**config.mk**
```make
export PLATFORM = sky130hd
export DESIGN_NAME = dlsc_pcie_s6_cpl_gen_flat
export DESIGN_NICKNAME = d
export VERILOG_FILES = /design/src/rtl/dlsc_pcie_s6_cpl_gen_pkg.sv /design/src/rtl/dlsc_pcie_s6_cpl_gen_if.sv /design/src/rtl/dlsc_pcie_s6_cpl_gen.sv /design/src/flat_wrapper.sv
export SDC_FILE = /design/constraint.sdc
export NUM_CORES = 1
export LEC_CHECK = 0
export CAP_MARGIN = 20
export CORE_MARGIN = 2
export CORE_UTILIZATION = 35
export DETAILED_ROUTE_END_ITERATION = 8
export SKIP_LAST_GASP = 1
export SYNTH_ARGS = -nofsm -noshare
export SYNTH_HDL_FRONTEND = slang
export SYNTH_SLANG_ARGS = --single-unit
```
**constraint.sdc**
```tcl
create_clock -name clk -period 3.6 [get_ports clk]
set_input_delay 0.72 -clock clk [delete_from_list [all_inputs] [get_ports clk]]
set_output_delay 0.72 -clock clk [all_outputs]
set_load 0.02 [all_outputs]
```
**src/rtl/dlsc_pcie_s6_cpl_gen_pkg.sv**
```systemverilog
// rtl/dlsc_pcie_s6_cpl_gen_pkg.sv - completion TLP codes, header field positions and FSM states
//
// Purpose: constants shared by the completion generator and the TX path.
//   CPL_*        completion status codes carried in H1[15:13]
//   FMT_*/TYPE_* H0 format/type for Cpl and CplD
//   H0_*_LSB     H0 bit-field positions
//   cpl_state_t  completion generator FSM states
//   cpl_h0()     assembles a completion H0 DW

package dlsc_pcie_s6_cpl_gen_pkg;

  localparam logic [2:0] CPL_SC   = 3'b000;
  localparam logic [2:0] CPL_UR   = 3'b001;
  localparam logic [2:0] CPL_CA   = 3'b100;

  localparam logic [1:0] FMT_CPL  = 2'b00;
  localparam logic [1:0] FMT_CPLD = 2'b10;
  localparam logic [4:0] TYPE_CPL = 5'b01010;

  localparam int H0_FMT_LSB  = 29;
  localparam int H0_TYPE_LSB = 24;
  localparam int H0_TC_LSB   = 20;
  localparam int H0_ATTR_LSB = 12;
  localparam int H1_STAT_LSB = 13;

  typedef enum logic [2:0] {
    ST_IDLE,
    ST_H0,
    ST_H1,
    ST_H2,
    ST_DATA
  } cpl_state_t;

  // TD, EP and reserved bits are always zero for generated completions.
  function automatic logic [31:0] cpl_h0(
    input logic       has_data,
    input logic [2:0] tc,
    input logic [1:0] attr,
    input logic [9:0] len
  );
    logic [31:0] h;
    h = '0;
    h[H0_FMT_LSB  +: 2] = has_data ? FMT_CPLD : FMT_CPL;
    h[H0_TYPE_LSB +: 5] = TYPE_CPL;
    h[H0_TC_LSB   +: 3] = tc;
    h[H0_ATTR_LSB +: 2] = attr;
    h[9:0]              = len;
    return h;
  endfunction

endpackage

```
**src/rtl/dlsc_pcie_s6_cpl_gen_if.sv**
```systemverilog
// rtl/dlsc_pcie_s6_cpl_gen_if.sv - request, read-data and TLP stream bundle of the completion generator
//
// Purpose: groups the three handshaked paths of the completion generator.
//   req_*  completion request (valid/ready) with header fields
//   dat_*  read-data stream, one DW per beat
//   tx_*   outgoing TLP stream towards the TX mux
// Modports: slave = completion generator, master = its environment.

interface dlsc_pcie_s6_cpl_gen_if;
  import dlsc_pcie_s6_cpl_gen_pkg::*;

  logic        req_ready;
  logic        req_valid;
  logic [2:0]  req_status;
  logic [15:0] req_reqid;
  logic [7:0]  req_tag;
  logic [2:0]  req_tc;
  logic [1:0]  req_attr;
  logic [6:0]  req_addr;
  logic [11:0] req_bytes;
  logic [9:0]  req_len;

  logic        dat_ready;
  logic        dat_valid;
  logic [31:0] dat_data;

  logic        tx_ready;
  logic        tx_valid;
  logic        tx_last;
  logic        tx_error;
  logic [31:0] tx_data;

  modport slave (
    output req_ready,
    input  req_valid, req_status, req_reqid, req_tag, req_tc, req_attr,
           req_addr, req_bytes, req_len,
    output dat_ready,
    input  dat_valid, dat_data,
    input  tx_ready,
    output tx_valid, tx_last, tx_error, tx_data
  );

  modport master (
    input  req_ready,
    output req_valid, req_status, req_reqid, req_tag, req_tc, req_attr,
           req_addr, req_bytes, req_len,
    input  dat_ready,
    output dat_valid, dat_data,
    output tx_ready,
    input  tx_valid, tx_last, tx_error, tx_data
  );

endinterface

```
**src/rtl/dlsc_pcie_s6_cpl_gen.sv**
```systemverilog
// rtl/dlsc_pcie_s6_cpl_gen.sv - completion TLP generator for the inbound path
//
// Purpose: turns completion requests plus a read-data stream into 3DW Cpl/CplD TLPs on a
// 32-bit valid/ready stream. Unsuccessful completions are flagged with tx_error.
// Ports:
//   clk     clock
//   rst_n   asynchronous active-low reset
//   cpl_id  completer ID {bus,dev,func}, quasi-static
//   bus     slave modport: req_* (request in), dat_* (read data in), tx_* (TLP out)
// Parameters:
//   MAX_PAYLOAD  max CplD chunk in DW (power of 2, 1..32), used only when splitting
// Build option:
//   DLSC_PCIE_CPL_SPLIT_EN  split CplD into MAX_PAYLOAD-aligned chunks

module dlsc_pcie_s6_cpl_gen
  import dlsc_pcie_s6_cpl_gen_pkg::*;
#(
  parameter int MAX_PAYLOAD = 32
) (
  input  logic        clk,
  input  logic        rst_n,
  input  logic [15:0] cpl_id,
  dlsc_pcie_s6_cpl_gen_if.slave bus
);

`ifdef DLSC_PCIE_CPL_SPLIT_EN
  localparam bit SPLIT = 1'b1;
`else
  localparam bit SPLIT = 1'b0;
`endif
  localparam logic [10:0] MP = 11'(MAX_PAYLOAD);

  cpl_state_t  st;
  logic        req_ready_r;
  logic [2:0]  r_status;
  logic [15:0] r_reqid;
  logic [7:0]  r_tag;
  logic [2:0]  r_tc;
  logic [1:0]  r_attr;
  logic [6:0]  r_addr;    // running lower address of the current chunk
  logic [12:0] r_bytes;   // remaining byte count (4096 representable)
  logic [10:0] r_len;     // DW still to send, including current chunk
  logic [10:0] r_chunk;   // DW in current chunk
  logic [10:0] r_cnt;     // DW left in current chunk while in DATA

  logic        tx_valid_r;
  logic        tx_last_r;
  logic        tx_error_r;
  logic [31:0] tx_data_r;

  logic        ld;
  logic        is_sc;
  logic        dw_avail;
  logic        dw_last;
  logic        adv;
  logic [31:0] dw;

  logic [10:0] in_len;
  logic [12:0] in_bytes;
  logic [10:0] in_space;
  logic [10:0] in_chunk;
  logic [10:0] len_left;
  logic [10:0] nxt_chunk;
  logic [12:0] consumed;
  logic        more;

  // Output register may take a new DW whenever it is empty or being drained.
  assign ld    = bus.tx_ready || !tx_valid_r;
  assign is_sc = (r_status == CPL_SC);
  assign adv   = ld && dw_avail;

  assign bus.req_ready = req_ready_r;
  assign bus.dat_ready = (st == ST_DATA) && ld;
  assign bus.tx_valid  = tx_valid_r;
  assign bus.tx_last   = tx_last_r;
  assign bus.tx_error  = tx_error_r;
  assign bus.tx_data   = tx_data_r;

  // Chunk sizing. The first chunk stops at the next MAX_PAYLOAD*4 byte boundary so every
  // later chunk is naturally aligned; later chunks are simply MAX_PAYLOAD or the remainder.
  always_comb begin
    in_len    = (bus.req_len == 10'd0) ? 11'd1024 : {1'b0, bus.req_len};
    in_bytes  = (bus.req_bytes == 12'd0) ? 13'd4096 : {1'b0, bus.req_bytes};
    in_space  = MP - ({6'd0, bus.req_addr[6:2]} & (MP - 11'd1));
    in_chunk  = (SPLIT && (in_space < in_len)) ? in_space : in_len;
    len_left  = r_len - r_chunk;
    nxt_chunk = (SPLIT && (len_left > MP)) ? MP : len_left;
    more      = SPLIT && (len_left != 11'd0);
    // Only the first chunk can start unaligned; later r_addr[1:0] is always zero.
    consumed  = {r_chunk, 2'b00} - {11'd0, r_addr[1:0]};
  end

  // DW offered to the output register in each state.
  always_comb begin
    dw       = '0;
    dw_avail = 1'b0;
    dw_last  = 1'b0;
    case (st)
      ST_H0: begin
        dw_avail = 1'b1;
        dw       = cpl_h0(is_sc, r_tc, r_attr, is_sc ? r_chunk[9:0] : 10'd0);
      end
      ST_H1: begin
        dw_avail = 1'b1;
        dw       = {cpl_id, r_status, 1'b0, r_bytes[11:0]};
      end
      ST_H2: begin
        dw_avail = 1'b1;
        dw       = {r_reqid, r_tag, 1'b0, r_addr};
        dw_last  = !is_sc;
      end
      ST_DATA: begin
        dw_avail = bus.dat_valid;
        dw       = bus.dat_data;
        dw_last  = (r_cnt == 11'd1);
      end
      default: begin
        dw_avail = 1'b0;
      end
    endcase
  end

  always_ff @(posedge clk or negedge rst_n) begin
    if (!rst_n) begin
      st          <= ST_IDLE;
      req_ready_r <= 1'b0;
      r_status    <= '0;
      r_reqid     <= '0;
      r_tag       <= '0;
      r_tc        <= '0;
      r_attr      <= '0;
      r_addr      <= '0;
      r_bytes     <= '0;
      r_len       <= '0;
      r_chunk     <= '0;
      r_cnt       <= '0;
      tx_valid_r  <= 1'b0;
      tx_last_r   <= 1'b0;
      tx_error_r  <= 1'b0;
      tx_data_r   <= '0;
    end else begin
      if (ld) begin
        if (dw_avail) begin
          tx_valid_r <= 1'b1;
          tx_data_r  <= dw;
          tx_last_r  <= dw_last;
          tx_error_r <= !is_sc;
        end else begin
          tx_valid_r <= 1'b0;
          tx_last_r  <= 1'b0;
          tx_error_r <= 1'b0;
        end
      end

      case (st)
        ST_IDLE: begin
          // req_ready rises on the cycle after reset release and on every IDLE entry.
          if (req_ready_r && bus.req_valid) begin
            req_ready_r <= 1'b0;
            r_status    <= bus.req_status;
            r_reqid     <= bus.req_reqid;
            r_tag       <= bus.req_tag;
            r_tc        <= bus.req_tc;
            r_attr      <= bus.req_attr;
            r_addr      <= bus.req_addr;
            r_bytes     <= in_bytes;
            r_len       <= in_len;
            r_chunk     <= in_chunk;
            st          <= ST_H0;
          end else begin
            req_ready_r <= 1'b1;
          end
        end
        ST_H0: begin
          if (adv) st <= ST_H1;
        end
        ST_H1: begin
          if (adv) st <= ST_H2;
        end
        ST_H2: begin
          if (adv) begin
            if (is_sc) begin
              r_cnt <= r_chunk;
              st    <= ST_DATA;
            end else begin
              req_ready_r <= 1'b1;
              st          <= ST_IDLE;
            end
          end
        end
        ST_DATA: begin
          if (adv) begin
            r_cnt <= r_cnt - 11'd1;
            if (r_cnt == 11'd1) begin
              if (more) begin
                // Next chunk: headers re-emitted straight away, no IDLE visit.
                r_len   <= len_left;
                r_chunk <= nxt_chunk;
                r_bytes <= r_bytes - consumed;
                r_addr  <= r_addr + consumed[6:0];
                st      <= ST_H0;
              end else begin
                req_ready_r <= 1'b1;
                st          <= ST_IDLE;
              end
            end
          end
        end
        default: begin
          st <= ST_IDLE;
        end
      endcase
    end
  end

endmodule
```
**src/flat_wrapper.sv**
```systemverilog
// flat-port wrapper written by rule: the top's interface ports become plain ports
module dlsc_pcie_s6_cpl_gen_flat import dlsc_pcie_s6_cpl_gen_pkg::*;
#(
  parameter int MAX_PAYLOAD = 32
)
  (clk, rst_n, cpl_id, bus_req_ready, bus_req_valid, bus_req_status, bus_req_reqid, bus_req_tag, bus_req_tc, bus_req_attr, bus_req_addr, bus_req_bytes, bus_req_len, bus_dat_ready, bus_dat_valid, bus_dat_data, bus_tx_ready, bus_tx_valid, bus_tx_last, bus_tx_error, bus_tx_data);
  dlsc_pcie_s6_cpl_gen_if bus_i ();
  input  logic clk;
  input  logic rst_n;
  input  logic [15:0] cpl_id;
  output wire logic [$bits(bus_i.req_ready)-1:0] bus_req_ready;
  input wire logic [$bits(bus_i.req_valid)-1:0] bus_req_valid;
  input wire logic [$bits(bus_i.req_status)-1:0] bus_req_status;
  input wire logic [$bits(bus_i.req_reqid)-1:0] bus_req_reqid;
  input wire logic [$bits(bus_i.req_tag)-1:0] bus_req_tag;
  input wire logic [$bits(bus_i.req_tc)-1:0] bus_req_tc;
  input wire logic [$bits(bus_i.req_attr)-1:0] bus_req_attr;
  input wire logic [$bits(bus_i.req_addr)-1:0] bus_req_addr;
  input wire logic [$bits(bus_i.req_bytes)-1:0] bus_req_bytes;
  input wire logic [$bits(bus_i.req_len)-1:0] bus_req_len;
  output wire logic [$bits(bus_i.dat_ready)-1:0] bus_dat_ready;
  input wire logic [$bits(bus_i.dat_valid)-1:0] bus_dat_valid;
  input wire logic [$bits(bus_i.dat_data)-1:0] bus_dat_data;
  input wire logic [$bits(bus_i.tx_ready)-1:0] bus_tx_ready;
  output wire logic [$bits(bus_i.tx_valid)-1:0] bus_tx_valid;
  output wire logic [$bits(bus_i.tx_last)-1:0] bus_tx_last;
  output wire logic [$bits(bus_i.tx_error)-1:0] bus_tx_error;
  output wire logic [$bits(bus_i.tx_data)-1:0] bus_tx_data;
  assign bus_req_ready = bus_i.req_ready;
  assign bus_i.req_valid = bus_req_valid;
  assign bus_i.req_status = bus_req_status;
  assign bus_i.req_reqid = bus_req_reqid;
  assign bus_i.req_tag = bus_req_tag;
  assign bus_i.req_tc = bus_req_tc;
  assign bus_i.req_attr = bus_req_attr;
  assign bus_i.req_addr = bus_req_addr;
  assign bus_i.req_bytes = bus_req_bytes;
  assign bus_i.req_len = bus_req_len;
  assign bus_dat_ready = bus_i.dat_ready;
  assign bus_i.dat_valid = bus_dat_valid;
  assign bus_i.dat_data = bus_dat_data;
  assign bus_i.tx_ready = bus_tx_ready;
  assign bus_tx_valid = bus_i.tx_valid;
  assign bus_tx_last = bus_i.tx_last;
  assign bus_tx_error = bus_i.tx_error;
  assign bus_tx_data = bus_i.tx_data;
  dlsc_pcie_s6_cpl_gen #(.MAX_PAYLOAD(MAX_PAYLOAD)) u_core (.clk(clk), .rst_n(rst_n), .cpl_id(cpl_id), .bus(bus_i));
endmodule
```
==> impl_metrics.csv, run 1 <==
group,metric,value,unit
cells_and_area,area_delta_synth_final,36.1,%
clock_tree,clk_pin_slew_worst_paths,0.07,ns
worst_hold_path,hp-class,"input port to async pin",
worst_setup_path,cp.required,2.88,ns
timing,final.setup_skew,0.00419,ns
cells_and_area,diodes,0,
worst_setup_path,slowest_stage,"dfrtp_1",
outcome,status,"finished clean",
detailed_routing,avgRoutedWirePerCell,17.1,µm
worst_setup_path,path_cells,"or3b_1 -> buf_4 -> nor2_1 -> clkdlybuf4s50_1",
timing,fmax,0.314,GHz
cells_and_area,fillCellCount,1452,
floorplan,rows,45,
timing,setup_viol,0,
clock_tree,cts_buffers,9,
clock_tree,post_cts_buffers,0,
synth,yosysSeqAreaShare,0.523,
worst_setup_path,startpoint_type,"register",
synth,syn_inst,592,
floorplan,die_h,128,µm
timing,finalCritPeriodShare,0.884,
timing,setup_tns,0,ns
floorplan,initial_core_util,0.355,
synth,synth_seq_cells,112,
grt,grt_max_degree,80,
timing,fin_ws,0.419,ns
synth,syn_area_per_cell,9.05,µm²
grt,antenna_found_initial,0,
place,place_area,0.00703,mm²
worst_setup_path,ff2ff_setup_slack,0.95,ns
detailed_routing,vias_per_cell,5.24,
cells_and_area,layout_common_cells,"nand2_1 (185), clkdlybuf4s50_1 (149), dfrtp_1 (111), nor2_1 (53), a21oi_1 (51)",
place,dpl.hpwl,10.7,mm
timing,rsz0062_at_grt,"false",
synth,synthesis.nets,708,
synth,synth_edf_count,0,
worst_setup_path,slowest_delay,0.73,ns
worst_setup_path,end_kind,"primary output",
place,gp_congestion,0.813,
clock_tree,h-tree-depth,3,
floorplan,placeableCoreArea,0.0151,mm²
detailed_routing,ant_nets,0,
synth,netlist-cell-type-count,54,
clock_tree,clk_latency,0.35,ns
place,port_buffers,150,
floorplan,die_w,128,µm
pwr,p_leak,3.23,nW
synth,async_flop_share,1.00,
grt,grt-ovfl-total,0,
worst_setup_path,critical_path_buf_inv_count,2,
pwr,power_density,863,mW/mm²
grt,grt_pass1_wl,25.4,mm
cells_and_area,final_nets,840,
clock_tree,root_buffer,"clkbuf_16",
pwr,worst_ir_drop_vdd,0.000427,V
clock_tree,cts_buffer_depth,2,
detailed_routing,drtIter0Drc,322,
floorplan,dieArea,0.0163,mm²
pwr,total_power,6.30,mW
synth,synth_top_flop_cell,"dfrtp_1",
grt,grt_pass1_vias,4982,
worst_setup_path,arrival,2.46,ns
synth,ys_warn_count,0,
clock_tree,cts_sinks,112,
cells_and_area,layout_commonest_cell,"nand2_1",
timing,hold_viol,0,
clock_tree,postCtsHoldBufs,0,
cells_and_area,layout-drive-gt1-share,0.0620,
floorplan,io_pins,151,
worst_setup_path,critical_path.top_delay_family,"buffers and inverters",
worst_setup_path,reg2reg_depth,5,
clock_tree,cts_tree,"built",
grt,grt_usage,0.197,
worst_setup_path,critPathMaxFanout,18,
detailed_routing,dr.pass1.iters,5,
worst_setup_path,crit_type,"register to primary output",
timing,slew_violations,0,
synth,synth_area,0.00536,mm²
worst_setup_path,r2r-end,"u_core.r_cnt[1]$_DFFE_PN0P_",
place,pre_cts_ws,0.670,ns
worst_setup_path,reg2reg_from,"u_core.st[0]$_DFFE_PN0P_",
timing,tightest_slew,1.01,ns
clock_tree,cts_resized,0,
timing,timing.slew.headroom,0.326,
detailed_routing,via_count,4788,
detailed_routing,wirelength,15.6,mm
cells_and_area,postLayoutCellArea,0.00730,mm²
detailed_routing,drcViolationCount,0,
run,maxCapViolCount,0,
timing,fin_crit,3.18,ns
sequential cells by signal, summed over array words and instances, names as in the netlist, 2 cells and up:
| register | count |
|---|---|
| u_core.bus.tx_data | 32 |
| u_core.r_addr | 7 |
| u_core.r_attr | 2 |
| u_core.r_bytes | 12 |
| u_core.r_chunk | 11 |
| u_core.r_cnt | 11 |
| u_core.r_reqid | 16 |
| u_core.r_status | 3 |
| u_core.r_tag | 8 |
| u_core.r_tc | 3 |
| u_core.st | 3 |
layer usage:
layer	wire (µm)	track usage
met5	0	0
met4	221	0.0672
met3	1160	0.0497
met2	7530	0.333
met1	6680	0.247
per-stage QoR:
| step | utilization | std cells | hold WS [ns] |
|---|---|---|---|
| after global routing | 0.483 | 914 | 0.496 |
| final | 0.483 | 914 | 0.444 |
| after global placement | 0.466 | 901 | 0.453 |
| after detailed placement | 0.466 | 901 | 0.459 |
| after floorplan | - | 592 | 0.424 |
| after CTS | 0.483 | 914 | 0.473 |
worst max path at each step:
stage / from / end / slack, ns / depth (start not counted)
floorplan: u_core.st[0]$_DFFE_PN0P_ / bus_dat_ready / 1.46 / 5
global placement: bus_req_valid / u_core.r_chunk[9]$_DFFE_PN0P_ / 0.73 / 7
detailed placement: bus_req_valid / u_core.r_tag[1]$_DFFE_PN0P_ / 0.67 / 7
CTS: u_core.st[2]$_DFFE_PN0P_ / bus_dat_ready / 0.43 / 4
global route: u_core.st[2]$_DFFE_PN0P_ / bus_dat_ready / 0.35 / 4
finish: u_core.st[2]$_DFFE_PN0P_ / bus_dat_ready / 0.42 / 4
layout make-up:
type	count	area [µm²]	area share
Inverter	2	7.51	0.00103
Clock inverter	1	5.00	0.000686
Tap cell	188	235	0.0322
Clock buffer	12	256	0.0352
Timing Repair Buffer	163	1620	0.222
Sequential cell	112	2800	0.384
Multi-Input combinational cell	436	2370	0.324
cell families (layout without fill, tap and decap cells):
family	count (synthesis)	count (layout)	share of synthesized area
AO/OA/AOI/OAI	122	122	0.153
XOR/XNOR	1	1	0.00163
AND/OR/NAND/NOR	282	282	0.221
multiplexers	29	29	0.0567
flip-flops	112	112	0.523
adder cells (fa/ha/maj)	2	2	0.00467
buffers and inverters	44	178	0.0399
where the power goes:
group | internal, mW | switching (mW)
registers | 1.87 | 0.434
clock network | 0.496 | 0.444
logic | 1.34 | 1.71
total | 3.71 | 2.59
synth_stat cells, types with 4 or more instances:
| library cell | instances | share of area |
|---|---|---|
| nand2_1 | 185 | 0.13 |
| dfrtp_1 | 112 | 0.52 |
| nor2_1 | 53 | 0.037 |
| a21oi_1 | 51 | 0.048 |
| buf_2 | 24 | 0.022 |
| mux2i_1 | 18 | 0.034 |
| clkbuf_1 | 13 | 0.0091 |
| mux2_2 | 10 | 0.021 |
| a222oi_1 | 9 | 0.017 |
| a22oi_1 | 9 | 0.013 |
| nand3_1 | 8 | 0.0075 |
| a31oi_1 | 7 | 0.0082 |
| o21ai_0 | 7 | 0.0065 |
| nor3_1 | 6 | 0.0056 |
| o21a_1 | 6 | 0.0084 |
| o221ai_1 | 5 | 0.0082 |
| o2bb2ai_1 | 5 | 0.0082 |
| a22o_1 | 4 | 0.0065 |
| nand2b_1 | 4 | 0.0047 |
| nor2b_1 | 4 | 0.0047 |
| nor4_1 | 4 | 0.0047 |
Power figures use the tool's default switching activity.
==> run 2: changes to the inputs <==
--- a/config.mk
+++ b/config.mk
@@ -7,8 +7,9 @@
 export LEC_CHECK = 0
 export CAP_MARGIN = 20
 export CORE_MARGIN = 2
-export CORE_UTILIZATION = 35
+export CORE_UTILIZATION = 50
 export DETAILED_ROUTE_END_ITERATION = 8
+export PLACE_DENSITY = 0.83
 export SKIP_LAST_GASP = 1
 export SYNTH_ARGS = -nofsm -noshare
 export SYNTH_HDL_FRONTEND = slang
==> run 2 against run 1 <==
Effect of this change:
- global-route usage increased by 6.9 points
- clock-buffer cell count decreased by 3
- design area down 2.0%
- clock skew up 0.015 ns
- final cell count decreased by 5.6%
- first-iteration DRC count increased by 28%
- worst setup slack better by 0.047 ns
- hold slack got worse by 0.066 ns
- die area is 29% lower
- sequential share of layout area increased by 0.77 points
==> impl_metrics.csv, run 2 (synthesis gave the netlist of run 1 again) <==
group,metric,value,unit
place,gp_congestion,0.882,
worst_setup_path,cp.required,2.88,ns
floorplan,placeableCoreArea,0.0104,mm²
clock_tree,root_buffer,"clkbuf_8",
grt,grt_pass1_vias,5035,
worst_setup_path,reg2reg_from,"u_core.st[0]$_DFFE_PN0P_",
grt,grt_usage,0.266,
detailed_routing,avgRoutedWirePerCell,17.1,µm
clock_tree,cts_buffers,9,
clock_tree,cts_buffer_depth,2,
pwr,total_power,6.13,mW
worst_setup_path,startpoint_type,"register",
worst_setup_path,slowest_stage,"clkdlybuf4s50_1",
floorplan,dieArea,0.0116,mm²
timing,finalCritPeriodShare,0.870,
clock_tree,clk_pin_slew_worst_paths,0.10,ns
worst_setup_path,crit_type,"register to primary output",
worst_setup_path,critical_path.top_delay_family,"buffers and inverters",
cells_and_area,final_cells,863,
timing,slew_violations,0,
grt,grt_pass1_wl,24.5,mm
run,maxCapViolCount,0,
worst_setup_path,arrival,2.41,ns
clock_tree,cts_tree,"built",
clock_tree,cts_sinks,112,
cells_and_area,seqCellArea,0.00280,mm²
timing,fin_crit,3.13,ns
pwr,power_density,857,mW/mm²
detailed_routing,dr.pass1.iters,5,
cells_and_area,fillCellCount,830,
detailed_routing,ant_nets,0,
clock_tree,postCtsHoldBufs,0,
detailed_routing,wirelength,14.8,mm
timing,fmax,0.319,GHz
grt,use_met2,0.437,
cells_and_area,largest_reg_flops,32,
floorplan,initial_core_util,0.517,
floorplan,io_pins,151,
timing,fin_ws,0.466,ns
timing,setup_viol,0,
grt,antenna_found_initial,0,
clock_tree,h-tree-depth,3,
timing,setup_tns,0,ns
clock_tree,post_cts_buffers,0,
grt,grt_max_degree,80,
detailed_routing,via_count,4884,
worst_setup_path,critPathMaxFanout,18,
grt,grt_busiest_layer,"met2",
timing,timing.slew.headroom,0.477,
cells_and_area,utilization,0.690,
pwr,worst_ir_drop_vdd,0.000465,V
worst_setup_path,critical_path_buf_inv_count,2,
worst_setup_path,path_cells,"buf_4 -> or3b_1 -> nor2_1 -> clkdlybuf4s50_1",
pwr,p_leak,3.20,nW
cells_and_area,final_nets,839,
worst_setup_path,crit_start,"u_core.st[2]$_DFFE_PN0P_",
clock_tree,cts_resized,0,
cells_and_area,layout-drive-gt1-share,0.0646,
timing,tightest_slew,0.784,ns
cells_and_area,area_delta_synth_final,33.5,%
timing,hold_viol,0,
cells_and_area,diodes,0,
place,port_buffers,150,
grt,use_met1,0.348,
grt,met3_usage,0.0714,
floorplan,die_w,108,µm
place,pre_cts_ws,0.651,ns
place,dpl.hpwl,10.4,mm
floorplan,rows,37,
place,place_inst,848,
cells_and_area,layout_commonest_cell,"nand2_1",
cells_and_area,layout_common_cells,"nand2_1 (185), clkdlybuf4s50_1 (149), dfrtp_1 (111), nor2_1 (53), a21oi_1 (51)",
worst_setup_path,slowest_delay,0.64,ns
timing,final.setup_skew,0.0194,ns
timing,rsz0062_at_grt,"false",
worst_hold_path,hp-class,"input port to async pin",
cells_and_area,multi_input_area,0.00237,mm²
detailed_routing,vias_per_cell,5.66,
detailed_routing,drtIter0Drc,412,
grt,grt-ovfl-total,0,
clock_tree,clk_latency,0.38,ns
outcome,status,"finished clean",
detailed_routing,drcViolationCount,0,
floorplan,die_h,108,µm
worst_setup_path,end_kind,"primary output",
[run 2: cell count changes in the layout (fill, tap and decap cells not counted)]
cell / before / now
inv_6: 0 / 1
clkbuf_16: 9 / 0
buf_12: 2 / 1
clkbuf_8: 2 / 9
clkinv_8: 0 / 1
clkinv_4: 0 / 1
bufinv_16: 0 / 1
clkbuf_1: 1 / 0
inv_8: 0 / 1
[run 2: stage by stage]
step	instance area, µm²	hold WS [ns]
6_report	7150	0.378
5_1_grt	7150	0.413
3_5_place_dp	6950	0.459
4_1_cts	7150	0.388
3_3_place_gp	6950	0.455
2_1_floorplan	5360	0.424
[run 2: metal layers]
layer,vias to the layer above,part of all wire
li1,2289,-
met1,2338,0.40
met2,232,0.49
met3,25,0.086
met4,0,0.018
met5,-,0
[run 2: layout make-up]
cell class | count | area share
clock buffers | 9 | 0.0173
multi-input cells | 436 | 0.331
clock inverters | 6 | 0.0112
flip-flops and latches | 112 | 0.392
repair buffers | 162 | 0.224
inverters | 2 | 0.00105
well taps | 136 | 0.0238
[run 2: path summary, 6_finish.rpt]
path,end,slack [ns],cells past startpoint
max reg2reg,u_core.r_reqid[4]$_DFFE_PN0P_,1.06,5
min in group clk,u_core.r_bytes[0]$_DFFE_PN0P_,0.48,2
max in group asynchronous,u_core.r_bytes[7]$_DFFE_PN0P_,2.35,2
max,bus_dat_ready,0.47,4
min reg2reg,u_core.r_bytes[0]$_DFFE_PN0P_,0.48,2
min,u_core.bus.tx_data[2]$_DFFE_PN0P_,0.38,1
[run 2: power by group]
part	internal, mW	leakage, nW	total [mW]	switching (mW)
clock network	0.332	0.104	0.781	0.449
registers	1.87	1.38	2.29	0.419
logic	1.33	1.71	3.06	1.73
